<file path="src/rtl/final_sum_serial_78_if.sv">
`default_nettype none
// ============================================================================
// Module   : final_sum_serial_78_if
// Purpose  : Handshake and data bundle for the serial 3-operand final adder.
//            The master drives operands and consumes the result; the slave
//            (the adder) accepts operands and presents the result.
// Signals  : in_valid/in_ready       operand handshake
//            res_0..res_2 [2*RADIX]  aligned group sums
//            out_valid/out_ready     result handshake
//            prod_lo/prod_hi [RADIX] sum bits, low and high limb
//            carry_out [2]           sum bits above 2*RADIX (0..2)
//            busy                    adder is in ADD or DONE
// Revision : 1.0 - initial release
// ============================================================================
interface final_sum_serial_78_if #(
  parameter int RADIX = 78
);
  logic                 in_valid;
  logic                 in_ready;
  logic [2*RADIX-1:0]   res_0;
  logic [2*RADIX-1:0]   res_1;
  logic [2*RADIX-1:0]   res_2;
  logic                 out_valid;
  logic                 out_ready;
  logic [RADIX-1:0]     prod_lo;
  logic [RADIX-1:0]     prod_hi;
  logic [1:0]           carry_out;
  logic                 busy;

  modport master (
    output in_valid, res_0, res_1, res_2, out_ready,
    input  in_ready, out_valid, prod_lo, prod_hi, carry_out, busy
  );

  modport slave (
    input  in_valid, res_0, res_1, res_2, out_ready,
    output in_ready, out_valid, prod_lo, prod_hi, carry_out, busy
  );
endinterface
`default_nettype wire

</file>
<file path="src/rtl/final_sum_serial_78.sv">
`default_nettype none
// ============================================================================
// Module   : final_sum_serial_78
// Purpose  : Final reduction of three aligned 2*RADIX-bit group sums into the
//            product. The 3-operand addition is folded over CHUNK-bit slices,
//            one slice per clock, with a 2-bit inter-slice carry.
// Ports    : clk    rising-edge clock
//            rst_n  asynchronous active-low reset
//            bus    final_sum_serial_78_if.slave (operands, result, handshakes)
//                   The interface RADIX must equal this module's RADIX.
// Revision : 1.0 - initial release
// ============================================================================
module final_sum_serial_78 #(
  parameter int RADIX = 78,
  parameter int CHUNK = 26
) (
  input  wire logic             clk,
  input  wire logic             rst_n,
  final_sum_serial_78_if.slave  bus
);

  localparam int W      = 2 * RADIX;
  localparam int NCHUNK = W / CHUNK;
  localparam int IDXW   = (NCHUNK > 1) ? $clog2(NCHUNK + 1) : 1;

  // The slicing only makes sense when the slices tile the operand exactly.
  generate
    if ((W % CHUNK) != 0) begin : g_bad_chunk
      $error("final_sum_serial_78: 2*RADIX must be a multiple of CHUNK");
    end
  endgenerate

  typedef enum logic [1:0] {
    ST_IDLE = 2'd0,
    ST_ADD  = 2'd1,
    ST_DONE = 2'd2
  } state_t;

  state_t             r_state;
  state_t             w_state_nxt;

  logic [W-1:0]       r_op0;
  logic [W-1:0]       r_op1;
  logic [W-1:0]       r_op2;
  logic [W-1:0]       r_res;
  logic [1:0]         r_carry;
  logic [1:0]         r_cout;
  logic [IDXW-1:0]    r_idx;

  logic [CHUNK-1:0]   w_a0;
  logic [CHUNK-1:0]   w_a1;
  logic [CHUNK-1:0]   w_a2;
  logic [CHUNK+1:0]   w_sum;
  logic               w_last;

  // ---------------------------------------------------------------------------
  // State register
  // ---------------------------------------------------------------------------
  always_ff @(posedge clk or negedge rst_n) begin
    if (!rst_n) begin
      r_state <= ST_IDLE;
    end else begin
      r_state <= w_state_nxt;
    end
  end

  // ---------------------------------------------------------------------------
  // Next-state logic
  // ---------------------------------------------------------------------------
  always_comb begin
    w_state_nxt = r_state;
    case (r_state)
      ST_IDLE: if (bus.in_valid)  w_state_nxt = ST_ADD;
      ST_ADD:  if (w_last)        w_state_nxt = ST_DONE;
      ST_DONE: if (bus.out_ready) w_state_nxt = ST_IDLE;
      default:                    w_state_nxt = ST_IDLE;
    endcase
  end

  // Handshake outputs depend on the state only, so reset drives them at once.
  assign bus.in_ready  = (r_state == ST_IDLE);
  assign bus.out_valid = (r_state == ST_DONE);
  assign bus.busy      = (r_state == ST_ADD) || (r_state == ST_DONE);

  assign bus.prod_lo   = r_res[RADIX-1:0];
  assign bus.prod_hi   = r_res[W-1:RADIX];
  assign bus.carry_out = r_cout;

  assign w_last = (r_idx == IDXW'(NCHUNK - 1));

  // ---------------------------------------------------------------------------
  // Slice selection: a compare per slice keeps every part-select constant.
  // ---------------------------------------------------------------------------
  always_comb begin
    w_a0 = '0;
    w_a1 = '0;
    w_a2 = '0;
    for (int k = 0; k < NCHUNK; k++) begin
      if (r_idx == IDXW'(k)) begin
        w_a0 = r_op0[k*CHUNK +: CHUNK];
        w_a1 = r_op1[k*CHUNK +: CHUNK];
        w_a2 = r_op2[k*CHUNK +: CHUNK];
      end
    end
  end

  // Three CHUNK-bit slices plus a carry of at most 2 fit in CHUNK+2 bits,
  // and the carry out of that sum is again at most 2.
  assign w_sum = {2'b00, w_a0} + {2'b00, w_a1} + {2'b00, w_a2}
               + {{CHUNK{1'b0}}, r_carry};

  // ---------------------------------------------------------------------------
  // Datapath
  // ---------------------------------------------------------------------------
  always_ff @(posedge clk or negedge rst_n) begin
    if (!rst_n) begin
      r_op0   <= '0;
      r_op1   <= '0;
      r_op2   <= '0;
      r_res   <= '0;
      r_carry <= '0;
      r_cout  <= '0;
      r_idx   <= '0;
    end else begin
      case (r_state)
        ST_IDLE: begin
          if (bus.in_valid) begin
            r_op0   <= bus.res_0;
            r_op1   <= bus.res_1;
            r_op2   <= bus.res_2;
            r_carry <= '0;
            r_idx   <= '0;
          end
        end
        ST_ADD: begin
          for (int k = 0; k < NCHUNK; k++) begin
            if (r_idx == IDXW'(k)) begin
              r_res[k*CHUNK +: CHUNK] <= w_sum[CHUNK-1:0];
            end
          end
          r_carry <= w_sum[CHUNK+1:CHUNK];
          r_idx   <= r_idx + IDXW'(1);
          // carry_out only changes once the whole sum is known.
          if (w_last) begin
            r_cout <= w_sum[CHUNK+1:CHUNK];
          end
        end
        default: begin
        end
      endcase
    end
  end

endmodule
`default_nettype wire

</file>
<file path="src/flat_wrapper.sv">
// flat-port wrapper written by rule: the top's interface ports become plain ports
module final_sum_serial_78_flat 
#(
  parameter int RADIX = 78,
  parameter int CHUNK = 26
)
  (clk, rst_n, bus_in_valid, bus_res_0, bus_res_1, bus_res_2, bus_out_ready, bus_in_ready, bus_out_valid, bus_prod_lo, bus_prod_hi, bus_carry_out, bus_busy);
  final_sum_serial_78_if #(.RADIX(RADIX)) bus_i ();
  input  wire logic clk;
  input  wire logic rst_n;
  input wire logic [$bits(bus_i.in_valid)-1:0] bus_in_valid;
  input wire logic [$bits(bus_i.res_0)-1:0] bus_res_0;
  input wire logic [$bits(bus_i.res_1)-1:0] bus_res_1;
  input wire logic [$bits(bus_i.res_2)-1:0] bus_res_2;
  input wire logic [$bits(bus_i.out_ready)-1:0] bus_out_ready;
  output wire logic [$bits(bus_i.in_ready)-1:0] bus_in_ready;
  output wire logic [$bits(bus_i.out_valid)-1:0] bus_out_valid;
  output wire logic [$bits(bus_i.prod_lo)-1:0] bus_prod_lo;
  output wire logic [$bits(bus_i.prod_hi)-1:0] bus_prod_hi;
  output wire logic [$bits(bus_i.carry_out)-1:0] bus_carry_out;
  output wire logic [$bits(bus_i.busy)-1:0] bus_busy;
  assign bus_i.in_valid = bus_in_valid;
  assign bus_i.res_0 = bus_res_0;
  assign bus_i.res_1 = bus_res_1;
  assign bus_i.res_2 = bus_res_2;
  assign bus_i.out_ready = bus_out_ready;
  assign bus_in_ready = bus_i.in_ready;
  assign bus_out_valid = bus_i.out_valid;
  assign bus_prod_lo = bus_i.prod_lo;
  assign bus_prod_hi = bus_i.prod_hi;
  assign bus_carry_out = bus_i.carry_out;
  assign bus_busy = bus_i.busy;
  final_sum_serial_78 #(.RADIX(RADIX), .CHUNK(CHUNK)) u_core (.clk(clk), .rst_n(rst_n), .bus(bus_i));
endmodule
</file>
<file path="config.mk">
export PLATFORM = sky130hd
export DESIGN_NAME = final_sum_serial_78_flat
export DESIGN_NICKNAME = d
export VERILOG_FILES = /design/src/rtl/final_sum_serial_78_if.sv /design/src/rtl/final_sum_serial_78.sv /design/src/flat_wrapper.sv
export SDC_FILE = /design/constraint.sdc
export NUM_CORES = 1
export LEC_CHECK = 0
export BUFFER_PORTS_ARGS = -buffer_cell sky130_fd_sc_hd__buf_2
export CORE_MARGIN = 1.5
export CORE_UTILIZATION = 41
export CTS_BUF_LIST = sky130_fd_sc_hd__clkbuf_8
export CTS_CLUSTER_SIZE = 10
export DETAILED_ROUTE_END_ITERATION = 8
export REMOVE_ABC_BUFFERS = 1
export SETUP_SLACK_MARGIN = 0.2
export SYNTH_ARGS = -nofsm -noshare
export SYNTH_HDL_FRONTEND = slang
export SYNTH_SLANG_ARGS = --single-unit
</file>
<file path="constraint.sdc">
create_clock -name clk -period 6.52 [get_ports clk]
set_clock_uncertainty 0.05 [all_clocks]
set_input_delay 1.304 -clock clk [delete_from_list [all_inputs] [get_ports clk]]
set_output_delay 1.304 -clock clk [all_outputs]
set_load 0.005 [all_outputs]
</file>
==> reports/qor.yml <==
dp_hpwl_um: 70500
grt_usage: 0.255
ys_ff_latch: 633
grt_max_degree: 148
num_vias: 23900
synth_area_um2: 29800
io_pins: 633
drtIter0Drc: 1635
critical_path_class: "flip-flop to flip-flop"
syn_inst: 2621
rsz0062_at_grt: "yes"
cts_made_buffers: 110
start_util: 0.416
synth_most_common_cell: "dfrtp_1"
cp.arrival_ns: 6.62
dp.cells: 4101
crit_path_max_fanout: 8
drive_gt1_frac: 0.435
yosys.cell_types.count: 63
status: "finished clean"
ant_nets: 0
port_buffers: 632
htreeDepth: 3
synth_top_area_frac: 0.531
period_share: 0.938
drc: 0
place.gp.congestion: 0.950
syn_to_final_growth_pct: 25.3
routedWlPerCell_um: 22.6
coreArea_um2: 71700
cts_tree: "yes"
overflow: 0
drt_pre_antenna_iters: 5
fillers: 6487
post_drt_via_cell_ratio: 5.49
num_rows: 98
synth_edf_count: 0
final_cells: 4348
finalInstanceArea_um2: 37400
num-nets-final: 3845
tightestPinTransition_ns: 1.13
synth_area_leaders: "dfrtp_1, mux2_2, o21ai_0"
cts_root_buf: "clkbuf_8"
synth_ff_type: "dfrtp_1"
hold_violations: 0
clock_sinks: 633
drt_wl_total_um: 98300
clk_pin_slew_ns: 0.06
grt_pass1_vias: 24300
async_reset_ff_frac: 1.00
slew_headroom: 0.241
cp-start-kind: "flip-flop"
yosys.area.top_type: "dfrtp_1"
grt_pass1_wl_um: 145000
die_w_um: 273
cp_data_required_time_ns: 7.02
setup_violations: 0
cts.path.max_buffers: 3
synth_seq_area_share: 0.531
dieArea_um2: 74400
synth_common_cells: "dfrtp_1, mux2_2, nand2_1"
avgSynthCellArea_um2: 11.4
clock_latency_ns: 0.75
period_minus_slack_ns: 6.12
die_h_um: 273
final_util: 0.521
cap_violations: 0
cp-end-kind: "flip-flop"
placed_cell_area_um2: 34300
hold_path.class: "flip-flop to flip-flop"
ys_warn_count: 0
max_freq_mhz: 164
drv_slew: 0
antenna_found_initial: 52
==> sequential cells by signal, summed over array words and instances, names as in the netlist <==
register              cells
u_core.r_op1            156
u_core.r_op0            156
u_core.r_state            2
u_core.r_carry            2
u_core.bus.carry_out      2
u_core.r_res            156
u_core.r_op2            156
u_core.r_idx              3
==> worst paths after layout <==
check | start | to | slack (ns) | depth (start not counted)
setup / recovery | u_core.r_idx[0] | u_core.r_res[155] | 0.40 | 25
hold / removal | u_core.r_res[147] | u_core.r_res[147] | 0.42 | 2
setup reg to reg | u_core.r_idx[0] | u_core.r_res[155] | 0.40 | 25
hold reg to reg | u_core.r_res[147] | u_core.r_res[147] | 0.42 | 2
max in group asynchronous | rst_n | u_core.r_op0[100] | 4.37 | 2
min in group asynchronous | rst_n | u_core.r_op1[5] | 0.55 | 1
==> routing by layer <==
layer	routed length, µm	vias up	track usage	share of wire
li1	-	10900	-	-
met1	39500	11800	0.315	0.40
met2	48500	881	0.425	0.49
met3	5500	258	0.0496	0.056
met4	4550	34	0.126	0.046
met5	195	-	0	0.0020
==> placed cells by master (no fill, tap or decap), types with 13 or more instances in the layout <==
| cell | count |
|---|---|
| a21o_1 | 22 |
| a21oi_1 | 48 |
| a21oi_2 | 17 |
| a221oi_1 | 77 |
| buf_12 | 17 |
| buf_2 | 631 |
| buf_4 | 78 |
| clkbuf_8 | 140 |
| dfrtp_1 | 632 |
| diode_2 | 32 |
| ha_1 | 69 |
| ha_2 | 13 |
| inv_1 | 53 |
| mux2_2 | 474 |
| nand2_1 | 332 |
| nand3_1 | 16 |
| nor2_1 | 109 |
| o21ai_0 | 270 |
| o21ai_1 | 35 |
| o311ai_0 | 56 |
| o311ai_1 | 26 |
| o31ai_1 | 15 |
| xnor2_1 | 16 |
| xor2_1 | 14 |
==> stage by stage <==
step	worst slack [ns]	hold WS, ns	setup TNS (ns)
5_1_grt	0.0548	0.446	0
6_report	0.404	0.422	0
3_3_place_gp	-0.439	0.406	-12.21
2_1_floorplan	-5.98	0.423	-2932.87
3_5_place_dp	-0.535	0.415	-16.91
4_1_cts	0.205	0.428	0
==> cells by family (layout without fill, tap and decap cells) <==
logic type / Yosys count / count (layout) / synth area share
AOI/OAI and AO/OA: 641 / 641 / 0.139
xor gates and xnor gates: 40 / 40 / 0.0117
adders and majority gates: 88 / 88 / 0.0379
buffers and inverters: 205 / 950 / 0.0263
DFF: 633 / 633 / 0.531
muxes: 474 / 474 / 0.179
other: 0 / 32 / 0
and+or+nand+nor: 540 / 540 / 0.0754
==> repair_timing <==
action	in CTS	in global routing
pin swaps	6	32
hold buffers	0	0
gates cloned	0	2
endpoints found under the setup margin	88	88
buffers inserted	10	10
resized for setup	22	132
==> critical path, cell delays in order, from the launching register on <==
cell and delay (ns):
dfrtp_1 0.43, inv_1 0.10, ha_2 0.24, nor2b_4 0.20
buf_4 0.20, a221oi_1 0.06, o311ai_0 0.31, o21ai_0 0.19
o21ai_0 0.34, ha_1 0.22, a21o_1 0.12, nand4_1 0.16
a21oi_2 0.19, o211ai_1 0.16, a31o_2 0.29, o31ai_1 0.29
xor2_1 0.35, ha_1 0.30, ha_1 0.35, a21o_1 0.18
a21o_1 0.20, or3_1 0.30, or3_1 0.31, o211ai_1 0.09
buf_4 0.17, o21ai_0 0.07
==> layout make-up <==
type                            instances  area [µm²]  share of cell area
Antenna cell                           32        80.1             0.00214
Multi-Input combinational cell       1783       13700               0.366
Sequential cell                       633       15800               0.424
Tap cell                              950        1190              0.0318
Clock buffer                          140        1930              0.0516
Inverter                               22        82.6             0.00221
Clock inverter                         53         343             0.00917
Timing Repair Buffer                  735        4220               0.113
Power is left out: the tool's default activity adds up to more than one toggle a clock period on the data nets, which glitch-free logic cannot reach.
